File: src/rtl/au_cmd_sequencer_pkg.sv
// ----------------------------------------------------------------------------
// au_cmd_sequencer_pkg
// Shared definitions for the arithmetic-unit command sequencer:
//   - host command opcodes (cmd_op)
//   - unit register-select codes (au_uio[4:3])
//   - au_uio bit positions and a packed field struct for the encoder
//   - FSM state codes
//   - operand extension helper
// ----------------------------------------------------------------------------
package au_cmd_sequencer_pkg;

    // Host opcodes; the same 2-bit value is forwarded to the unit during EXEC.
    localparam logic [1:0] OP_ILLEGAL = 2'b00;
    localparam logic [1:0] OP_ADD     = 2'b01;
    localparam logic [1:0] OP_SUB     = 2'b10;
    localparam logic [1:0] OP_MUL     = 2'b11;

    // Unit register-select codes.
    localparam logic [1:0] REG_A_LO = 2'b00;
    localparam logic [1:0] REG_A_HI = 2'b01;
    localparam logic [1:0] REG_B_LO = 2'b10;
    localparam logic [1:0] REG_B_HI = 2'b11;

    // au_uio bit positions. Bit 0 is always driven 0.
    localparam int UIO_C_BIT   = 7;
    localparam int UIO_OP_LSB  = 5;
    localparam int UIO_REG_LSB = 3;
    localparam int UIO_RW_BIT  = 2;
    localparam int UIO_S_BIT   = 1;

    // Control fields packed into au_uio by au_uio_encoder.
    typedef struct packed {
        logic       c;      // signed operands
        logic [1:0] op;     // unit operation
        logic [1:0] sel;    // register select
        logic       rw;     // 1 = byte load
        logic       s;      // 1 = unit active; 0 clears the unit counter
    } uio_fields_t;

    // FSM state codes.
    typedef logic [3:0] state_t;
    localparam state_t ST_IDLE   = 4'd0;
    localparam state_t ST_LD0    = 4'd1;   // B_hi
    localparam state_t ST_LD1    = 4'd2;   // B_lo
    localparam state_t ST_LD2    = 4'd3;   // A_hi
    localparam state_t ST_LD3    = 4'd4;   // A_lo
    localparam state_t ST_EXEC   = 4'd5;
    localparam state_t ST_SETTLE = 4'd6;
    localparam state_t ST_RD_LO  = 4'd7;
    localparam state_t ST_RD_HI  = 4'd8;
    localparam state_t ST_RESP   = 4'd9;

    // Upper byte of the 16-bit extension of an 8-bit operand.
    function automatic logic [7:0] ext8(input logic [7:0] val, input logic is_signed);
        return is_signed ? {8{val[7]}} : 8'h00;
    endfunction

endpackage

File: src/rtl/au_cmd_sequencer_if.sv
// ----------------------------------------------------------------------------
// au_cmd_sequencer_if
// Host-side command/response bundle of the sequencer.
//   cmd_*  : command request (valid/ready), opcode, signedness, operands
//   rsp_*  : response (valid/ready), 16-bit result, ovf/neg/err/timeout flags
// Modports:
//   master : host side (drives commands, consumes responses)
//   slave  : sequencer side
// ----------------------------------------------------------------------------
interface au_cmd_sequencer_if;
    logic        cmd_valid;
    logic        cmd_ready;
    logic [1:0]  cmd_op;
    logic        cmd_signed;
    logic [7:0]  cmd_a;
    logic [7:0]  cmd_b;
    logic        rsp_valid;
    logic        rsp_ready;
    logic [15:0] rsp_result;
    logic        rsp_ovf;
    logic        rsp_neg;
    logic        rsp_err;
    logic        rsp_timeout;

    modport master (
        output cmd_valid, cmd_op, cmd_signed, cmd_a, cmd_b, rsp_ready,
        input  cmd_ready, rsp_valid, rsp_result, rsp_ovf, rsp_neg, rsp_err, rsp_timeout
    );

    modport slave (
        input  cmd_valid, cmd_op, cmd_signed, cmd_a, cmd_b, rsp_ready,
        output cmd_ready, rsp_valid, rsp_result, rsp_ovf, rsp_neg, rsp_err, rsp_timeout
    );
endinterface

File: src/rtl/au_cmd_sequencer_au_uio_encoder.sv
// ----------------------------------------------------------------------------
// au_uio_encoder
// Combinational packing of the unit control fields into the au_uio byte:
//   [7] C, [6:5] op, [4:3] reg, [2] RW, [1] S, [0] = 0
// Ports:
//   i_fields : control fields
//   o_uio    : packed control byte for the unit
// ----------------------------------------------------------------------------
module au_uio_encoder
    import au_cmd_sequencer_pkg::*;
(
    input  uio_fields_t i_fields,
    output logic [7:0]  o_uio
);

    always_comb begin
        o_uio                      = '0;
        o_uio[UIO_C_BIT]           = i_fields.c;
        o_uio[UIO_OP_LSB +: 2]     = i_fields.op;
        o_uio[UIO_REG_LSB +: 2]    = i_fields.sel;
        o_uio[UIO_RW_BIT]          = i_fields.rw;
        o_uio[UIO_S_BIT]           = i_fields.s;
    end

endmodule

File: src/rtl/au_cmd_sequencer.sv
// ----------------------------------------------------------------------------
// au_cmd_sequencer
// Command front-end for the 8/16-bit arithmetic unit. Takes one ADD/SUB/MUL
// command per handshake, loads the unit registers byte by byte, runs the
// exec phase, reads the 16-bit result back and returns it with flags.
// Ports:
//   clk, rst_n  : clock, asynchronous active-low reset
//   host        : command/response bundle (slave side)
//   au_ui       : data byte to unit ui_in
//   au_uio      : control byte to unit uio_in
//   au_uo       : unit byte output
//   au_done     : unit finished (F)
//   au_ovf      : unit overflow (P)
//   au_neg      : unit negative (N)
//   au_err      : unit error
// ----------------------------------------------------------------------------
module au_cmd_sequencer
    import au_cmd_sequencer_pkg::*;
#(
    parameter int ADDSUB_CYCLES = 20,
    parameter int MUL_TIMEOUT   = 160,
    parameter int READ_LAT      = 2
) (
    input  logic                clk,
    input  logic                rst_n,
    au_cmd_sequencer_if.slave   host,
    output logic [7:0]          au_ui,
    output logic [7:0]          au_uio,
    input  logic [7:0]          au_uo,
    input  logic                au_done,
    input  logic                au_ovf,
    input  logic                au_neg,
    input  logic                au_err
);

    // Wait counter reload values: the counter counts down to 0 on the
    // final cycle of a state, so each reload is the cycle count minus one.
    localparam logic [7:0] LP_ADDSUB_LOAD = 8'(ADDSUB_CYCLES - 1);
    localparam logic [7:0] LP_MUL_LOAD    = 8'(MUL_TIMEOUT - 1);
    localparam logic [7:0] LP_READ_LOAD   = 8'(READ_LAT - 1);

    state_t      r_state;
    logic [7:0]  r_wait;
    logic [1:0]  r_op;
    logic        r_signed;
    logic [7:0]  r_a;
    logic [7:0]  r_b;
    logic [15:0] r_result;
    logic        r_ovf;
    logic        r_neg;
    logic        r_err;
    logic        r_timeout;
    logic        r_cmd_ready;

    logic        w_accept;
    logic        w_wait_done;
    logic        w_exec_last;
    uio_fields_t w_fields;
    logic [7:0]  w_ui;

    assign w_accept    = (r_state == ST_IDLE) && r_cmd_ready && host.cmd_valid;
    assign w_wait_done = (r_wait == 8'd0);
    // MUL ends on au_done or when the timeout budget is used up.
    assign w_exec_last = (r_op == OP_MUL) ? (au_done || w_wait_done) : w_wait_done;

    always_ff @(posedge clk or negedge rst_n) begin
        if (!rst_n) begin
            r_state     <= ST_IDLE;
            r_wait      <= '0;
            r_op        <= '0;
            r_signed    <= 1'b0;
            r_a         <= '0;
            r_b         <= '0;
            r_result    <= '0;
            r_ovf       <= 1'b0;
            r_neg       <= 1'b0;
            r_err       <= 1'b0;
            r_timeout   <= 1'b0;
            r_cmd_ready <= 1'b0;
        end else begin
            case (r_state)
                ST_IDLE: begin
                    if (w_accept) begin
                        r_op        <= host.cmd_op;
                        r_signed    <= host.cmd_signed;
                        r_a         <= host.cmd_a;
                        r_b         <= host.cmd_b;
                        r_result    <= '0;
                        r_ovf       <= 1'b0;
                        r_neg       <= 1'b0;
                        r_timeout   <= 1'b0;
                        r_wait      <= '0;
                        r_cmd_ready <= 1'b0;
                        // An illegal opcode never touches the unit.
                        if (host.cmd_op == OP_ILLEGAL) begin
                            r_err   <= 1'b1;
                            r_state <= ST_RESP;
                        end else begin
                            r_err   <= 1'b0;
                            r_state <= ST_LD0;
                        end
                    end else begin
                        // Also covers the first cycle after reset release.
                        r_cmd_ready <= 1'b1;
                    end
                end
                ST_LD0: r_state <= ST_LD1;
                ST_LD1: r_state <= ST_LD2;
                ST_LD2: r_state <= ST_LD3;
                ST_LD3: begin
                    r_state <= ST_EXEC;
                    r_wait  <= (r_op == OP_MUL) ? LP_MUL_LOAD : LP_ADDSUB_LOAD;
                end
                ST_EXEC: begin
                    if (au_err) begin
                        r_err <= 1'b1;
                    end
                    if (w_exec_last) begin
                        r_ovf     <= au_ovf;
                        r_neg     <= au_neg;
                        r_timeout <= (r_op == OP_MUL) && !au_done;
                        r_state   <= ST_SETTLE;
                        r_wait    <= '0;
                    end else begin
                        r_wait <= r_wait - 8'd1;
                    end
                end
                ST_SETTLE: begin
                    r_state <= ST_RD_LO;
                    r_wait  <= LP_READ_LOAD;
                end
                ST_RD_LO: begin
                    if (w_wait_done) begin
                        r_result[7:0] <= au_uo;
                        r_state       <= ST_RD_HI;
                        r_wait        <= LP_READ_LOAD;
                    end else begin
                        r_wait <= r_wait - 8'd1;
                    end
                end
                ST_RD_HI: begin
                    if (w_wait_done) begin
                        r_result[15:8] <= au_uo;
                        r_state        <= ST_RESP;
                        r_wait         <= '0;
                    end else begin
                        r_wait <= r_wait - 8'd1;
                    end
                end
                ST_RESP: begin
                    if (host.rsp_ready) begin
                        r_state     <= ST_IDLE;
                        r_cmd_ready <= 1'b1;
                    end
                end
                default: begin
                    r_state <= ST_IDLE;
                end
            endcase
        end
    end

    // Unit control stream, decoded from the registered state so au_ui/au_uio
    // only change on clock edges.
    always_comb begin
        w_fields = '0;
        w_ui     = '0;
        case (r_state)
            ST_LD0: begin
                w_fields.c   = r_signed;
                w_fields.sel = REG_B_HI;
                w_fields.rw  = 1'b1;
                w_fields.s   = 1'b1;
                w_ui         = (r_op == OP_MUL) ? 8'h00 : ext8(r_a, r_signed);
            end
            ST_LD1: begin
                w_fields.c   = r_signed;
                w_fields.sel = REG_B_LO;
                w_fields.rw  = 1'b1;
                w_fields.s   = 1'b1;
                w_ui         = (r_op == OP_MUL) ? 8'h00 : r_a;
            end
            ST_LD2: begin
                w_fields.c   = r_signed;
                w_fields.sel = REG_A_HI;
                w_fields.rw  = 1'b1;
                w_fields.s   = 1'b1;
                w_ui         = ext8(r_a, r_signed);
            end
            ST_LD3: begin
                w_fields.c   = r_signed;
                w_fields.sel = REG_A_LO;
                w_fields.rw  = 1'b1;
                w_fields.s   = 1'b1;
                w_ui         = r_a;
            end
            ST_EXEC: begin
                w_fields.c  = r_signed;
                w_fields.op = r_op;
                w_fields.s  = 1'b1;
                w_ui        = r_b;
            end
            ST_RD_LO: w_fields.sel = REG_B_LO;
            ST_RD_HI: w_fields.sel = REG_B_HI;
            default: ;
        endcase
    end

    au_uio_encoder u_uio_encoder (
        .i_fields (w_fields),
        .o_uio    (au_uio)
    );

    assign au_ui            = w_ui;
    assign host.cmd_ready   = r_cmd_ready;
    assign host.rsp_valid   = (r_state == ST_RESP);
    assign host.rsp_result  = r_result;
    assign host.rsp_ovf     = r_ovf;
    assign host.rsp_neg     = r_neg;
    assign host.rsp_err     = r_err;
    assign host.rsp_timeout = r_timeout;

endmodule

File: src/flat_wrapper.sv
// flat-port wrapper written by rule: the top's interface ports become plain ports
module au_cmd_sequencer_flat import au_cmd_sequencer_pkg::*;
#(
    parameter int ADDSUB_CYCLES = 20,
    parameter int MUL_TIMEOUT   = 160,
    parameter int READ_LAT      = 2
)
  (clk, rst_n, au_ui, au_uio, au_uo, au_done, au_ovf, au_neg, au_err, host_cmd_valid, host_cmd_op, host_cmd_signed, host_cmd_a, host_cmd_b, host_rsp_ready, host_cmd_ready, host_rsp_valid, host_rsp_result, host_rsp_ovf, host_rsp_neg, host_rsp_err, host_rsp_timeout);
  au_cmd_sequencer_if host_i ();
  input  logic clk;
  input  logic rst_n;
  output logic [7:0] au_ui;
  output logic [7:0] au_uio;
  input  logic [7:0] au_uo;
  input  logic au_done;
  input  logic au_ovf;
  input  logic au_neg;
  input  logic au_err;
  input wire logic [$bits(host_i.cmd_valid)-1:0] host_cmd_valid;
  input wire logic [$bits(host_i.cmd_op)-1:0] host_cmd_op;
  input wire logic [$bits(host_i.cmd_signed)-1:0] host_cmd_signed;
  input wire logic [$bits(host_i.cmd_a)-1:0] host_cmd_a;
  input wire logic [$bits(host_i.cmd_b)-1:0] host_cmd_b;
  input wire logic [$bits(host_i.rsp_ready)-1:0] host_rsp_ready;
  output wire logic [$bits(host_i.cmd_ready)-1:0] host_cmd_ready;
  output wire logic [$bits(host_i.rsp_valid)-1:0] host_rsp_valid;
  output wire logic [$bits(host_i.rsp_result)-1:0] host_rsp_result;
  output wire logic [$bits(host_i.rsp_ovf)-1:0] host_rsp_ovf;
  output wire logic [$bits(host_i.rsp_neg)-1:0] host_rsp_neg;
  output wire logic [$bits(host_i.rsp_err)-1:0] host_rsp_err;
  output wire logic [$bits(host_i.rsp_timeout)-1:0] host_rsp_timeout;
  assign host_i.cmd_valid = host_cmd_valid;
  assign host_i.cmd_op = host_cmd_op;
  assign host_i.cmd_signed = host_cmd_signed;
  assign host_i.cmd_a = host_cmd_a;
  assign host_i.cmd_b = host_cmd_b;
  assign host_i.rsp_ready = host_rsp_ready;
  assign host_cmd_ready = host_i.cmd_ready;
  assign host_rsp_valid = host_i.rsp_valid;
  assign host_rsp_result = host_i.rsp_result;
  assign host_rsp_ovf = host_i.rsp_ovf;
  assign host_rsp_neg = host_i.rsp_neg;
  assign host_rsp_err = host_i.rsp_err;
  assign host_rsp_timeout = host_i.rsp_timeout;
  au_cmd_sequencer #(.ADDSUB_CYCLES(ADDSUB_CYCLES), .MUL_TIMEOUT(MUL_TIMEOUT), .READ_LAT(READ_LAT)) u_core (.clk(clk), .rst_n(rst_n), .host(host_i), .au_ui(au_ui), .au_uio(au_uio), .au_uo(au_uo), .au_done(au_done), .au_ovf(au_ovf), .au_neg(au_neg), .au_err(au_err));
endmodule
File: config.mk
export PLATFORM = sky130hd
export DESIGN_NAME = au_cmd_sequencer_flat
export DESIGN_NICKNAME = d
export VERILOG_FILES = /design/src/rtl/au_cmd_sequencer_pkg.sv /design/src/rtl/au_cmd_sequencer_if.sv /design/src/rtl/au_cmd_sequencer_au_uio_encoder.sv /design/src/rtl/au_cmd_sequencer.sv /design/src/flat_wrapper.sv
export SDC_FILE = /design/constraint.sdc
export NUM_CORES = 1
export LEC_CHECK = 0
export CAP_MARGIN = 20
export CORE_ASPECT_RATIO = 0.9
export CORE_MARGIN = 2
export CORE_UTILIZATION = 30
export CTS_BUF_LIST = sky130_fd_sc_hd__clkbuf_16
export DETAILED_ROUTE_END_ITERATION = 7
export GPL_TIMING_DRIVEN = 0
export SYNTH_ARGS = -nofsm -noshare
export SYNTH_HDL_FRONTEND = slang
export SYNTH_SLANG_ARGS = --single-unit
export TNS_END_PERCENT = 50
File: constraint.sdc
create_clock -name clk -period 3.5 [get_ports clk]
set_input_delay 1.05 -clock clk [delete_from_list [all_inputs] [get_ports clk]]
set_output_delay 1.05 -clock clk [all_outputs]
set_load 0.005 [all_outputs]
==> out/qor.txt <==
Post-synth ARST share: 100%
Critical path buffers and inverters: 4
Die Ht: 95.4 µm
Yosys cell types: 53
total grt overflow: 0
mean number of vias per cell: 5.16
first-pass GRT wire length: 12.6 mm
Rows: 33
Hold Path Depth: 1
P per Cell Area: 887 nW/µm²
nature of the critical path endpoint: primary output
Synth Instances: 274
endpoints failing hold: 0
antenna-violating nets left: 0
critical hold path startpoint: u_core.host.rsp_ovf
area grow syn2layout: 39.4%
max incr delay on CP: 0.51 ns
fraction of layout cells with a size suffix above 1: 16.1%
Req. time, crit path: 2.45 ns
Worst path slowest cell: clkdlybuf4s50_1
Syn Area/Cell: 10.2 µm²
maximum vdd drop: 0.000444 V
path depth of the worst reg2reg path: 7
total iterations of the first detailed-routing run: 5
synth warn: 0
Final Setup Violations: 0
clock-pin slew on the worst setup and hold paths: 0.07 ns
IO Pins: 73
Seq/Total Area, Yosys: 46.8%
Crit Path Max Fanout: 10
GRT Overall Usage: 16.0%
Clock Skews: 0.00739 ns
crit path launch type: flop
Max-Cap Viols: 0
Post-synth EDFFs: 0
Setup WS post-layout: 0.0748 ns
worst-margin pin slew: 0.676 ns
flops & latches, synth: 52
Antenna diodes: 0
fmax: 292 MHz
post-detail-place hpwl: 5.53 mm
Total Wirelength: 7.73 mm
CTS Buf Count: 5
Die X: 106 µm
worst path cell trace: buf_2 -> inv_1 -> nand4_1 -> nor3_4 -> buf_12 -> a221o_1 -> clkdlybuf4s50_1
syn nets: 311
Static Leak: 1.56 nW
vias in the first global route: 2,475
Die ar.: 10,100 µm²
pre-CTS WS: -0.0133 ns
clock sinks: 52
core area: 9080 µm²
total power: 0.00344 W
Max clock buf depth: 2
Slew HR: 54.9%
CP Launch Point: u_core.r_state[3]
outcome: finished, final reports clean
Initial Util: 30.6%
routed via count: 2,461
CTS tree: yes
Final min period: 3.43 ns
Total Nets Final: 391
CTS H-tree depth: 2
Port Buffers: 71
post-DR wirelength/cell: 16.2 µm
arrival time of the worst setup path: 2.38 ns
Hold/Removal Path Class: reg2reg
Setup Crit Path Kind: reg2out
FF-to-FF End: u_core.host.rsp_result[7]
Clk Latency, worst-skew pair: 0.29 ns
DRT iter0 DRCs: 115
cell area after synthesis: 2780 µm²
R2R Setup Slk: 1.33 ns
R2R Path Start: u_core.r_wait[0]
initial antenna violation count: 0
GPL Wtd Cong: 0.828
Hold Path Sink: u_core.host.rsp_ovf
Root Driver: clkbuf_16
crit share post-route: 97.9%
residual DRC count: 0
fin. max-slew vios: 0
largest net degree at the start of global routing: 29
Primary FF master, synth: dfrtp_1
delay-heaviest family, CP: buffers and inverters
CTS Hold Bufs: 0
[cell type report]
type,count,area [µm²]
Sequential cell,52,1300
Inverter,24,90.1
Clock inverter,3,42.5
Multi-Input combinational cell,178,1310
Timing Repair Buffer,73,746
Clock buffer,5,125
Tap cell,122,153
Fill cell,889,5200
Buffer,20,113
[state kept, by name, summed over array words and instances (netlist names)]
name,count
u_core.host.rsp_timeout,1
u_core.r_op,2
u_core.host.rsp_neg,1
u_core.r_wait,8
u_core.r_state,4
u_core.r_b,8
u_core.host.cmd_ready,1
u_core.r_a,8
u_core.host.rsp_ovf,1
u_core.r_signed,1
u_core.host.rsp_err,1
u_core.host.rsp_result,16
[how the worst max path moves through the flow]
stage,end,slack [ns],cells past startpoint
6_report,au_ui[2],0.07,7
5_1_grt,au_ui[7],-0.02,7
4_1_cts,au_ui[2],0.06,6
3_5_place_dp,au_ui[2],-0.01,6
3_3_place_gp,u_core.host.rsp_result[11],-0.28,1
2_1_floorplan,au_uio[7],0.91,5
[routing by layer]
layer | GRT usage, % | share of wire (%) | wire, µm | vias up
li1 | - | - | - | 1168
met1 | 22.4 | 49 | 3770 | 1191
met2 | 23.9 | 43 | 3360 | 94
met3 | 4.65 | 6.6 | 512 | 8
met4 | 5.26 | 1.2 | 91 | 0
met5 | 0 | 0 | 0 | -
[metrics by stage]
stage	hold WS, ns	utilization (%)	instance area (µm²)	TNS (ns)	instances
after global routing	0.518	42.7	3880	-0.0469	477
after floorplan	0.481	-	2780	0	274
after detailed placement	0.493	40.3	3660	-0.0200	468
after global placement	0.488	40.1	3650	-14.91	467
after CTS	0.510	42.3	3850	0	476
final	0.503	42.7	3880	0	477
[power by group]
group / internal [W] / total [W] / leakage [nW] / switching (W)
Clock: 0.000337 / 0.000566 / 0.0814 / 0.000230
Sequential: 0.000870 / 0.00106 / 0.663 / 0.000186
Combinational: 0.000926 / 0.00182 / 0.811 / 0.000894
Total: 0.00213 / 0.00344 / 1.56 / 0.00131
[worst reg2reg max path, cell delays in order, from the launching register on]
cell and delay, ns:
dfrtp_1 0.41, inv_1 0.11, ha_1 0.17, or3b_2 0.49, nor2_1 0.24, buf_4 0.24
a21o_1 0.26, o21ai_0 0.12
[Yosys cell counts, types with 4 or more instances]
| cell type | n | area [µm²] |
|---|---|---|
| a21oi_1 | 8 | 40.0 |
| nand3_1 | 9 | 45.0 |
| nor3_1 | 4 | 20.0 |
| nor2_1 | 11 | 41.3 |
| a221o_1 | 9 | 90.1 |
| mux2i_1 | 4 | 40.0 |
| mux2_2 | 20 | 225 |
| a31oi_1 | 4 | 25.0 |
| nand2_1 | 15 | 56.3 |
| o211ai_1 | 15 | 113 |
| clkbuf_1 | 6 | 22.5 |
| o21ai_0 | 20 | 100 |
| buf_2 | 7 | 35.0 |
| inv_1 | 24 | 90.1 |
| dfrtp_1 | 52 | 1300 |
| nand4_1 | 9 | 56.3 |
[cells by family after synthesis]
kind of cell,count (synthesis),synth area share (%)
muxes,24,9.53
other,1,0.135
DFF,52,46.8
adders and majority gates,2,0.899
AOI/OAI and AO/OA,76,19.7
buffers and inverters,44,7.19
xor gates and xnor gates,2,0.630
and+or+nand+nor,73,15.1
[cells in the final DEF, fill, tap and decap left out, types with 3 or more instances in the layout]
master           count
inv_1               24
o21ai_0             20
o211ai_1            15
clkbuf_16            5
and2_1               3
a21oi_1              8
or4_1                3
a31oi_1              4
mux2i_1              4
a32o_1               3
buf_4                3
dfrtp_1             52
nand3_1              9
nor2_1              11
nand4_1              9
mux2_2              20
nor3_4               3
clkbuf_1             4
clkdlybuf4s50_1     70
buf_2                9
nand2_1             15
a221o_1              9
[timing repair]
action	in CTS	in global routing
buffers inserted	0	1
pin swaps	0	2
setup endpoints to repair	8	10
gates resized for setup	4	5
Power figures use the tool's default switching activity.
